==> src/rtl/mem_port_arbiter_if.sv <==
// mem_port_arbiter_if: one requester's request/response bundle into the arbiter
interface mem_port_arbiter_if #(parameter int DATA_W = 32);
  logic req;
  logic we;
  logic [31:0] addr;
  logic [DATA_W-1:0] wdata;
  logic ack;
  logic err;
  logic [DATA_W-1:0] rdata;
  modport master (output req, we, addr, wdata, input ack, err, rdata);
  modport slave (input req, we, addr, wdata, output ack, err, rdata);
endinterface

==> src/rtl/mem_port_arbiter.sv <==
// mem_port_arbiter: round-robin sharing of one word-addressed memory between ports A and B
module mem_port_arbiter #(
  parameter int DATA_W = 32,
  parameter int ADDR_BITS = 16
) (
  input  logic clk,
  input  logic rst_n,
  mem_port_arbiter_if.slave a_if,
  mem_port_arbiter_if.slave b_if,
  output logic [31:0] mem_address_o,
  output logic [DATA_W-1:0] mem_data_in_o,
  output logic mem_read_o,
  output logic mem_write_o,
  input  logic [DATA_W-1:0] mem_data_out_i
);
  typedef enum logic [1:0] {IDLE, ACCESS, RESP} state_t;
  state_t state_q;
  logic owner_b_q, last_b_q, we_q, err_q, rd_q, wr_q;
  logic a_ack_q, b_ack_q, a_err_q, b_err_q;
  logic [29:0] addr_q;
  logic [DATA_W-1:0] wdata_q, a_rdata_q, b_rdata_q;
  logic win_b, win_we, win_err;
  logic [31:0] win_addr;
  logic [DATA_W-1:0] win_wdata;
  // on a tie the port that did not win last time gets the grant
  assign win_b = b_if.req && (!a_if.req || !last_b_q);
  assign win_addr = win_b ? b_if.addr : a_if.addr;
  assign win_we = win_b ? b_if.we : a_if.we;
  assign win_wdata = win_b ? b_if.wdata : a_if.wdata;
  assign win_err = (|win_addr[1:0]) || ((win_addr >> (ADDR_BITS + 2)) != 32'd0);
  assign mem_address_o = {addr_q, 2'b00};
  assign mem_data_in_o = wdata_q;
  assign mem_read_o = rd_q;
  assign mem_write_o = wr_q;
  assign a_if.ack = a_ack_q;
  assign a_if.err = a_err_q;
  assign a_if.rdata = a_rdata_q;
  assign b_if.ack = b_ack_q;
  assign b_if.err = b_err_q;
  assign b_if.rdata = b_rdata_q;
  always_ff @(posedge clk or negedge rst_n) begin
    if (!rst_n) begin
      state_q <= IDLE;
      owner_b_q <= 1'b0;
      last_b_q <= 1'b1;
      we_q <= 1'b0;
      err_q <= 1'b0;
      rd_q <= 1'b0;
      wr_q <= 1'b0;
      a_ack_q <= 1'b0;
      b_ack_q <= 1'b0;
      a_err_q <= 1'b0;
      b_err_q <= 1'b0;
      addr_q <= '0;
      wdata_q <= '0;
      a_rdata_q <= '0;
      b_rdata_q <= '0;
    end else begin
      case (state_q)
        IDLE: if (a_if.req || b_if.req) begin
          state_q <= ACCESS;
          owner_b_q <= win_b;
          last_b_q <= win_b;
          addr_q <= win_addr[31:2];
          we_q <= win_we;
          wdata_q <= win_wdata;
          err_q <= win_err;
          rd_q <= !win_err && !win_we;
          wr_q <= !win_err && win_we;
        end
        ACCESS: begin
          state_q <= RESP;
          rd_q <= 1'b0;
          wr_q <= 1'b0;
          // errored accesses return zero data even for writes
          if (!owner_b_q && (err_q || !we_q)) a_rdata_q <= err_q ? '0 : mem_data_out_i;
          if (owner_b_q && (err_q || !we_q)) b_rdata_q <= err_q ? '0 : mem_data_out_i;
          a_ack_q <= !owner_b_q;
          b_ack_q <= owner_b_q;
          a_err_q <= !owner_b_q && err_q;
          b_err_q <= owner_b_q && err_q;
        end
        RESP: begin
          state_q <= IDLE;
          a_ack_q <= 1'b0;
          b_ack_q <= 1'b0;
          a_err_q <= 1'b0;
          b_err_q <= 1'b0;
        end
        default: state_q <= IDLE;
      endcase
    end
  end
endmodule

==> src/flat_wrapper.sv <==
// flat-port wrapper written by rule: the top's interface ports become plain ports
module mem_port_arbiter_flat 
#(
  parameter int DATA_W = 32,
  parameter int ADDR_BITS = 16
)
  (clk, rst_n, mem_address_o, mem_data_in_o, mem_read_o, mem_write_o, mem_data_out_i, a_if_req, a_if_we, a_if_addr, a_if_wdata, a_if_ack, a_if_err, a_if_rdata, b_if_req, b_if_we, b_if_addr, b_if_wdata, b_if_ack, b_if_err, b_if_rdata);
  mem_port_arbiter_if #(.DATA_W(DATA_W)) a_if_i ();
  mem_port_arbiter_if #(.DATA_W(DATA_W)) b_if_i ();
  input  logic clk;
  input  logic rst_n;
  output logic [31:0] mem_address_o;
  output logic [DATA_W-1:0] mem_data_in_o;
  output logic mem_read_o;
  output logic mem_write_o;
  input  logic [DATA_W-1:0] mem_data_out_i;
  input wire logic [$bits(a_if_i.req)-1:0] a_if_req;
  input wire logic [$bits(a_if_i.we)-1:0] a_if_we;
  input wire logic [$bits(a_if_i.addr)-1:0] a_if_addr;
  input wire logic [$bits(a_if_i.wdata)-1:0] a_if_wdata;
  output wire logic [$bits(a_if_i.ack)-1:0] a_if_ack;
  output wire logic [$bits(a_if_i.err)-1:0] a_if_err;
  output wire logic [$bits(a_if_i.rdata)-1:0] a_if_rdata;
  input wire logic [$bits(b_if_i.req)-1:0] b_if_req;
  input wire logic [$bits(b_if_i.we)-1:0] b_if_we;
  input wire logic [$bits(b_if_i.addr)-1:0] b_if_addr;
  input wire logic [$bits(b_if_i.wdata)-1:0] b_if_wdata;
  output wire logic [$bits(b_if_i.ack)-1:0] b_if_ack;
  output wire logic [$bits(b_if_i.err)-1:0] b_if_err;
  output wire logic [$bits(b_if_i.rdata)-1:0] b_if_rdata;
  assign a_if_i.req = a_if_req;
  assign a_if_i.we = a_if_we;
  assign a_if_i.addr = a_if_addr;
  assign a_if_i.wdata = a_if_wdata;
  assign a_if_ack = a_if_i.ack;
  assign a_if_err = a_if_i.err;
  assign a_if_rdata = a_if_i.rdata;
  assign b_if_i.req = b_if_req;
  assign b_if_i.we = b_if_we;
  assign b_if_i.addr = b_if_addr;
  assign b_if_i.wdata = b_if_wdata;
  assign b_if_ack = b_if_i.ack;
  assign b_if_err = b_if_i.err;
  assign b_if_rdata = b_if_i.rdata;
  mem_port_arbiter #(.DATA_W(DATA_W), .ADDR_BITS(ADDR_BITS)) u_core (.clk(clk), .rst_n(rst_n), .a_if(a_if_i), .b_if(b_if_i), .mem_address_o(mem_address_o), .mem_data_in_o(mem_data_in_o), .mem_read_o(mem_read_o), .mem_write_o(mem_write_o), .mem_data_out_i(mem_data_out_i));
endmodule
==> config.mk <==
export PLATFORM = sky130hd
export DESIGN_NAME = mem_port_arbiter_flat
export DESIGN_NICKNAME = d
export VERILOG_FILES = /design/src/rtl/mem_port_arbiter_if.sv /design/src/rtl/mem_port_arbiter.sv /design/src/flat_wrapper.sv
export SDC_FILE = /design/constraint.sdc
export NUM_CORES = 1
export LEC_CHECK = 0
export ABC_AREA = 1
export CORE_MARGIN = 2
export CORE_UTILIZATION = 24
export CTS_BUF_LIST = sky130_fd_sc_hd__clkbuf_16
export CTS_CLUSTER_DIAMETER = 100
export DETAILED_ROUTE_END_ITERATION = 7
export MAX_ROUTING_LAYER = met4
export PLACE_DENSITY = 0.64
export SLEW_MARGIN = 20
export SYNTH_ARGS = -nofsm -noshare
export SYNTH_HDL_FRONTEND = slang
export SYNTH_SLANG_ARGS = --single-unit
==> constraint.sdc <==
create_clock -name clk -period 3.7 [get_ports clk]
set_clock_uncertainty 0.15 [all_clocks]
set_input_delay 0.74 -clock clk [delete_from_list [all_inputs] [get_ports clk]]
set_output_delay 0.74 -clock clk [all_outputs]
set_load 0.01 [all_outputs]
# Word level (Yosys, flattened, before mapping)
# Cells that the tools add are included.
# Widths: inputs -> output; s select.
# op_classes
eq_ne	3
mux	14
n_reduce_logical	26
# op_table
cell	n
$mux 32	3
$reduce_bool 32->1	1
$pmux 1 s2	6
$reduce_and 2->1	4
$logic_and 1x1->1	7
$logic_not 1->1	6
$logic_or 1x1->1	4
$pmux 2 s2	1
$reduce_bool 2->1	2
$mux 1	3
$eq 2x1->1 const B	1
$eq 2x2->1 const B	1
$logic_not 2->1	1
$mux 2	1
$ne 2x1->1 const B	1
$reduce_or 2->1	1
# word_totals
ff_bits	138
inputBits	166
output_inout_bits	134
wordCells	58

# Longest topological paths before layout
# Gate-level depths: netlist of the first run.
# logic_depth
depth_word	10
depth_mapped	11

# Least setup slack after synthesis of the first run
# OpenSTA, ideal clock, no wires.
# synth_timing
kind	input to register
start	input port b_if_req
end	register u_core.wdata_q[27], in the netlist u_core.mem_data_in_o[27]
setup_ps	121
t_arrival_ps	1577
required_time_ps	3429
path_slack_ps	1851
path_stages	9
path_cell_list	buf_4 > nor2_1 > nand2_2 > nand2_2 > inv_2 > buf_6 > buf_6 > o21ai_1 > o21ai_1
# synth_between
elab_chain_len	2
word_cells_on_any_way	4
cone_classes	mux (1); reduce/logical (3)
# synth_lines
element	line	source
start: declaration	flat_wrapper.sv:24	input wire logic [$bits(b_if_i.req)-1:0] b_if_req;
$logic_and 1x1->1 / $logic_or 1x1->1 (equally long branches)	mem_port_arbiter.sv:26, mem_port_arbiter.sv:60	
$mux 32 / $reduce_and 2->1 (equally long branches)	n/a	
end signal: assignment	mem_port_arbiter.sv:66	wdata_q <= win_wdata;
end: declaration	mem_port_arbiter.sv:21	logic [DATA_W-1:0] wdata_q, a_rdata_q, b_rdata_q;
# Several ways; a longest one is shown, not always the timed one.
# A chain may end at the register's enable or synchronous reset.

# Worst setup path in the final report of the first run
# layout_timing
start	input port b_if_req
end	register u_core.err_q
# layout_between
elab_chain_len	4
word_cells_on_any_way	7
cone_classes	mux (1); reduce/logical (6)
# layout_lines
element	line	source
$logic_and 1x1->1	mem_port_arbiter.sv:26	assign win_b = b_if.req && (!a_if.req || !last_b_q);
$mux 32	mem_port_arbiter.sv:27	assign win_addr = win_b ? b_if.addr : a_if.addr;
$reduce_bool 32->1 / $reduce_or 2->1 (equally long branches)	mem_port_arbiter.sv:30	assign win_err = (|win_addr[1:0]) || ((win_addr >> (ADDR_BITS + 2)) != 32'd0);
$logic_or 1x1->1	mem_port_arbiter.sv:30	
end signal: assignment	mem_port_arbiter.sv:67	err_q <= win_err;
end: declaration	mem_port_arbiter.sv:18	logic owner_b_q, last_b_q, we_q, err_q, rd_q, wr_q;
# Several ways; a longest one is shown, not always the timed one.

==> results of run 1 <==
[sequential cells by signal, summed over array words and instances, names as in the netlist]
| signal | flops |
|---|---|
| u_core.b_if.err | 1 |
| u_core.a_if.err | 1 |
| u_core.b_if.rdata | 32 |
| u_core.last_b_q | 1 |
| u_core.b_if.ack | 1 |
| u_core.owner_b_q | 1 |
| u_core.a_if.ack | 1 |
| u_core.mem_read_o | 1 |
| u_core.state_q | 2 |
| u_core.addr_q | 30 |
| u_core.a_if.rdata | 32 |
| u_core.mem_write_o | 1 |
| u_core.err_q | 1 |
| u_core.mem_data_in_o | 32 |
| u_core.we_q | 1 |
[per-stage QoR]
stage	power (W)	util, %	cells	setup WS [ns]
floorplan	0.00453	-	644	1.85
global placement	0.00638	37.2	1240	0.818
detailed placement	0.00643	37.2	1240	0.740
CTS	0.00818	39.5	1272	1.18
global route	0.00861	39.5	1272	1.02
finish	0.00804	39.5	1272	1.18
[area by class of cell]
class	instances	area (um^2)	share of cell area, %
well taps	330	413	4.12
clock inverters	15	158	1.57
flip-flops and latches	138	3450	34.5
repair buffers	307	3070	30.7
clock buffers	17	425	4.25
inverters	46	173	1.72
multi-input cells	419	2310	23.1
[metal layers]
layer / track usage, % / wire length [um] / up-vias
met2: 23.0 / 8710 / 259
li1: - / - / 2672
met1: 16.8 / 8310 / 2555
met4: 4.82 / 432 / 0
met3: 5.42 / 1920 / 22
met5: - / 0 / -
[cell families after synthesis]
logic type | count (synthesis)
AO/OA/AOI/OAI | 120
adder cells (fa/ha/maj) | 3
multiplexers | 64
flip-flops | 138
AND/OR/NAND/NOR | 230
buffers and inverters | 87
other | 1
[power by group]
| part | switching [W] | internal, W | total (W) |
|---|---|---|---|
| logic | 0.00176 | 0.00198 | 0.00374 |
| registers | 0.000390 | 0.00221 | 0.00260 |
| clock network | 0.000748 | 0.000953 | 0.00170 |
[how the worst max path moves through the flow]
stage | from | slack (ns) | endpoint
after global placement | b_if_req | 0.82 | u_core.err_q
after floorplan | b_if_req | 1.85 | u_core.mem_data_in_o[27]
after global routing | b_if_req | 1.02 | u_core.err_q
final | b_if_req | 1.18 | u_core.err_q
after detailed placement | b_if_req | 0.74 | u_core.err_q
after CTS | b_if_req | 1.18 | u_core.err_q
[layout by cell type, fill, tap and decap left out, types with 4 or more instances in the layout]
cell and instances:
o21ai_0 46, nand2_1 99, clkdlybuf4s50_1 296, clkbuf_16 17, inv_6 6, mux2_1 4
o21ai_1 60, buf_4 8, nor2_1 101, nand2_2 5, dfrtp_1 137, nand3_1 17
inv_1 43, a31oi_1 12, mux2_2 60
==> metrics.md, run 1 <==
| Metric | Value |
|---|---|
| Largest family of logic cells by synthesized area | `simple AND/OR/NAND/NOR gates` |
| Max Cap Viol | `0` |
| CTS clk-pin slew, worst paths | `0.06 ns` |
| First-pass GRT wire length | `29.5 mm` |
| Crit path max fanout | `38` |
| Mux cell area share after synthesis | `11.6%` |
| Initial drt markers | `265` |
| Yosys top cell by area | `dfrtp_1` |
| Netlist cell types | `27` |
| Final hold viol count | `0` |
| Sequential element share of the synthesized area | `55.4%` |
| Worst hold path type | `input pin to asynchronous set/reset pin` |
| Synth top area share | `55.0%` |
| Post-Synth Simple-Gate Area | `14.9%` |
| CTS tree | `done` |
| Worst IR Drop VDD | `0.000360 V` |
| RSZ-0062 raised after global routing | `no` |
| Synth Cell Area | `6240 um^2` |
| Top Family by Delay on Critical Path | `buffers and inverters` |
| Via density | `4.33` |
| Max Clk Rate | `397 MHz` |
| Max_slew headroom | `29.9%` |
| Die X | `165 um` |
| Commonest cells post-synth | `dfrtp_1, nor2_1, nand2_1, mux2_2, o21ai_1` |
| Complex-gate fraction of the synthesized area | `9.91%` |
| CP max-delay cell | `clkdlybuf4s50_1` |
| Hpwl dp | `14.2 mm` |
| Net count, final | `1098` |
| Depth of the CTS H-tree | `4` |
| CTS max path bufs | `2` |
| Main synth FF type | `dfrtp_1` |
| Syn-to-layout area delta | `60.5%` |
| Layout fillers | `2537` |
| Worst setup EP type | `flip-flop` |
| Die Y | `165 um` |
| Routability Congestion | `0.796` |
| TritonCTS Sinks | `138` |
| WP buf/inv | `3` |
| Post-CTS Repair Setup Buffers | `0` |
| # setup viols final | `0` |
| Synth async-reset ratio | `100%` |
| Cell mode on critical path | `nand2_1` |
| Cell with the most instances after synthesis | `dfrtp_1` |
| Final non-filler cell area | `10000 um^2` |
| DR WL/cell | `15.2 um` |
| # diodes | `0` |
| Detailed-router iteration count before antenna repair | `4` |
| Hold_ws | `0.0907 ns` |
| Time the worst path needs with I/O delays and setup | `2.52 ns` |
| Antenna violations before repair | `0` |
| Cts repair resizes | `0` |
| CP Class | `input pin to flip-flop` |
| Synth warn | `0` |
| Root Buffer | `clkbuf_16` |
| Worst Reg-to-Reg Cells | `5` |
| Slowest stage delay, CP | `0.57 ns` |
| Post-synthesis xor/xnor area fraction | `0%` |
| Mapped Avg Cell Area | `9.70 um^2` |
| Dpl cell area | `9430 um^2` |
| GRT overflow | `0` |
| Status | `finished clean` |
| Final period util | `68.1%` |
| Worst skew pair latency | `0.41 ns` |
| Critical R2R Launch | `u_core.state_q[1]` |
| DRT antenna net count | `0` |
| P per Cell Area | `803 nW/um^2` |
| Crit path DAT | `2.67 ns` |
| DRC | `0` |
| Max-slew violations | `0` |
| Largest net degree at the start of global routing | `64` |
| Worst Tran Pin Value | `1.05 ns` |
| Rows | `58` |
| Mapped Cells | `643` |
| Tot GR Track Use | `14.4%` |
| WL final | `19.4 mm` |
| Adder-Cell Fraction of Synth Area | `0.602%` |
| Synth area leaders | `dfrtp_1, mux2_2, nor2_1` |
| Die area | `27300 um^2` |
| Critical path launch point type | `input pin` |
| R2R setup slack | `1.31 ns` |
| Leakage Power | `4.42 nW` |
| Crit path required time | `3.85 ns` |
| Critical R2R Capture | `u_core.b_if.rdata[29]` |
| CP cell instances | `clkdlybuf4s50_1 > buf_4 > nand2_2 > inv_2 > nand2_1 > nand2_1 > nand3_1 > nor2_2 > nand2_1 > nand2_1 > nand2_1` |
| Core footprint | `25300 um^2` |
| Via Count | `5508` |
| Number of port buffers | `297` |
| Fraction of layout cells with a size suffix above 1 | `12.3%` |
| Vias in the first global route | `5637` |
| Worst path depth | `11` |
| Post-synthesis register bit count | `138` |
| Initial core utilization | `24.6%` |
| Setup TNS Final | `0 ns` |
| Ports | `300` |
| Hold buffers post-CTS | `0` |
| CTS Buf Count | `17` |
| Post-synth EDFFs | `0` |
No activity file was read; power rests on OpenSTA's default activity.
==> run 2, diff against run 1 <==
- PLACE_DENSITY: 0.64 -> 0.66
- clock period: 3.7 -> 2.3 ns (I/O delays scaled with it)
==> metrics.md, run 2 (synthesized netlist as in run 1, its figures left out) <==
| Metric | Value |
|---|---|
| # diodes | `0` |
| Worst hold path depth | `2` |
| Core footprint | `25300 um^2` |
| Die Y | `165 um` |
| Via density | `4.31` |
| TritonCTS Sinks | `138` |
| CTS clk-pin slew, worst paths | `0.06 ns` |
| Die X | `165 um` |
| Fin util | `40.1%` |
| Tot GR Track Use | `14.4%` |
| Rows | `58` |
| DR WL/cell | `15.2 um` |
| Max-slew violations | `0` |
| Hold buffers post-CTS | `1` |
| Slowest stage delay, CP | `0.57 ns` |
| WP buf/inv | `1` |
| GRT overflow | `0` |
| Pwr Total | `0.0131 W` |
| Vias in the first global route | `5630` |
| CP cell instances | `clkdlybuf4s50_1` |
| Crit path max fanout | `2` |
| Number of port buffers | `297` |
| First-pass GRT wire length | `29.4 mm` |
| Crit path required time | `1.69 ns` |
| RSZ-0062 raised after global routing | `no` |
| Top Family by Delay on Critical Path | `buffers and inverters` |
| Setup slack after layout | `0.299 ns` |
| Max Cap Viol | `0` |
| # setup viols final | `0` |
| Commonest cells after routing, fill and taps aside | `clkdlybuf4s50_1, dfrtp_1, nor2_1` |
| Worst skew pair latency | `0.41 ns` |
| Hpwl dp | `14.5 mm` |
| CTS max path bufs | `2` |
| Commonest non-fill, non-tap cell in the layout | `clkdlybuf4s50_1` |
| Worst path depth | `1` |
| Syn-to-layout area delta | `62.8%` |
| Initial drt markers | `276` |
| Worst setup EP type | `output pin` |
| Via Count | `5527` |
| Die area | `27300 um^2` |
| DRC | `0` |
| Ports | `300` |
| Routability Congestion | `0.797` |
| Cts repair resizes | `0` |
| Time the worst path needs with I/O delays and setup | `2.00 ns` |
| Max Clk Rate | `500 MHz` |
| Setup TNS Final | `0 ns` |
| Root Buffer | `clkbuf_16` |
| Initial core utilization | `24.6%` |
| Depth of the CTS H-tree | `4` |
| CP Class | `flip-flop to output pin` |
| Worst Reg-to-Reg Cells | `6` |
| Detailed-router iteration count before antenna repair | `5` |
| Antenna violations before repair | `0` |
| Largest net degree at the start of global routing | `49` |
| Final hold viol count | `0` |
| Dpl ws | `-0.00713 ns` |
| DRT antenna net count | `0` |
| CP max-delay cell | `clkdlybuf4s50_1` |
| Leakage Power | `4.48 nW` |
| CTS tree | `done` |
| Final period util | `87.0%` |
| Post-CTS Repair Setup Buffers | `0` |
| Fraction of layout cells with a size suffix above 1 | `13.1%` |
| WL final | `19.5 mm` |
| Worst hold path type | `flip-flop to flip-flop` |
| P per Cell Area | `1290 nW/um^2` |
| Worst IR Drop VDD | `0.000477 V` |
| Critical path launch point type | `flip-flop` |
| Crit path DAT | `1.39 ns` |
| Net count, final | `1108` |
| CTS Buf Count | `17` |
| Status | `finished clean` |
run 2: cell types whose count changed in the layout (fill, tap and decap cells not counted), sizes merged:
cell | before | now
inv | 54 | 53
clkinv | 3 | 4
dlygate4sd3 | 0 | 1
bufinv | 1 | 0
clkinvlp | 3 | 4
buf | 11 | 20
run 2: final cells by class:
class	instances	area, um^2
clock buffer	17	425
clock inverter	15	135
inverter	46	173
tap	330	413
multi-input combinational	419	2310
fill	2521	15200
timing repair buffer	317	3240
sequential	138	3450
run 2: stage by stage:
stage               instance area [um^2]  std cells  hold WS, ns
CTS                                10200       1282        0.329
global placement                    9580       1249        0.272
detailed placement                  9580       1249        0.274
global route                       10200       1282        0.347
finish                             10200       1282        0.328
floorplan                           6240        644       0.0144
run 2: power by group:
part           internal, W  leakage, nW  total (W)  switching [W]
Clock              0.00142        0.264    0.00262        0.00120
Sequential         0.00356         1.73    0.00420       0.000641
Combinational      0.00337         2.49    0.00626        0.00290
Total              0.00835         4.48     0.0131        0.00474
run 2: worst paths after layout:
path	endpoint	start	slack, ns
hold / removal	u_core.last_b_q	u_core.last_b_q	0.33
setup / recovery	mem_data_in_o[2]	u_core.mem_data_in_o[2]	0.30
hold reg to reg	u_core.last_b_q	u_core.last_b_q	0.33
setup reg to reg	u_core.b_if.rdata[1]	u_core.state_q[1]	0.42
max in group asynchronous	u_core.a_if.rdata[31]	rst_n	1.01
min in group asynchronous	u_core.b_if.rdata[21]	rst_n	0.40
run 2: per-layer routing:
layer | part of all wire [%] | global-route usage, % | up-vias
met5 | 0 | - | -
met4 | 1.2 | 4.35 | 0
met1 | 42 | 16.8 | 2581
met2 | 46 | 23.2 | 237
met3 | 9.9 | 5.37 | 15
li1 | - | - | 2694
==> run 3, diff against run 2 <==
- CTS_CLUSTER_DIAMETER: 100 -> 30
- HOLD_SLACK_MARGIN: default -> 0.1
==> results of run 3 <==
The final DEF is identical to that of run 2; final timing and power are the same.
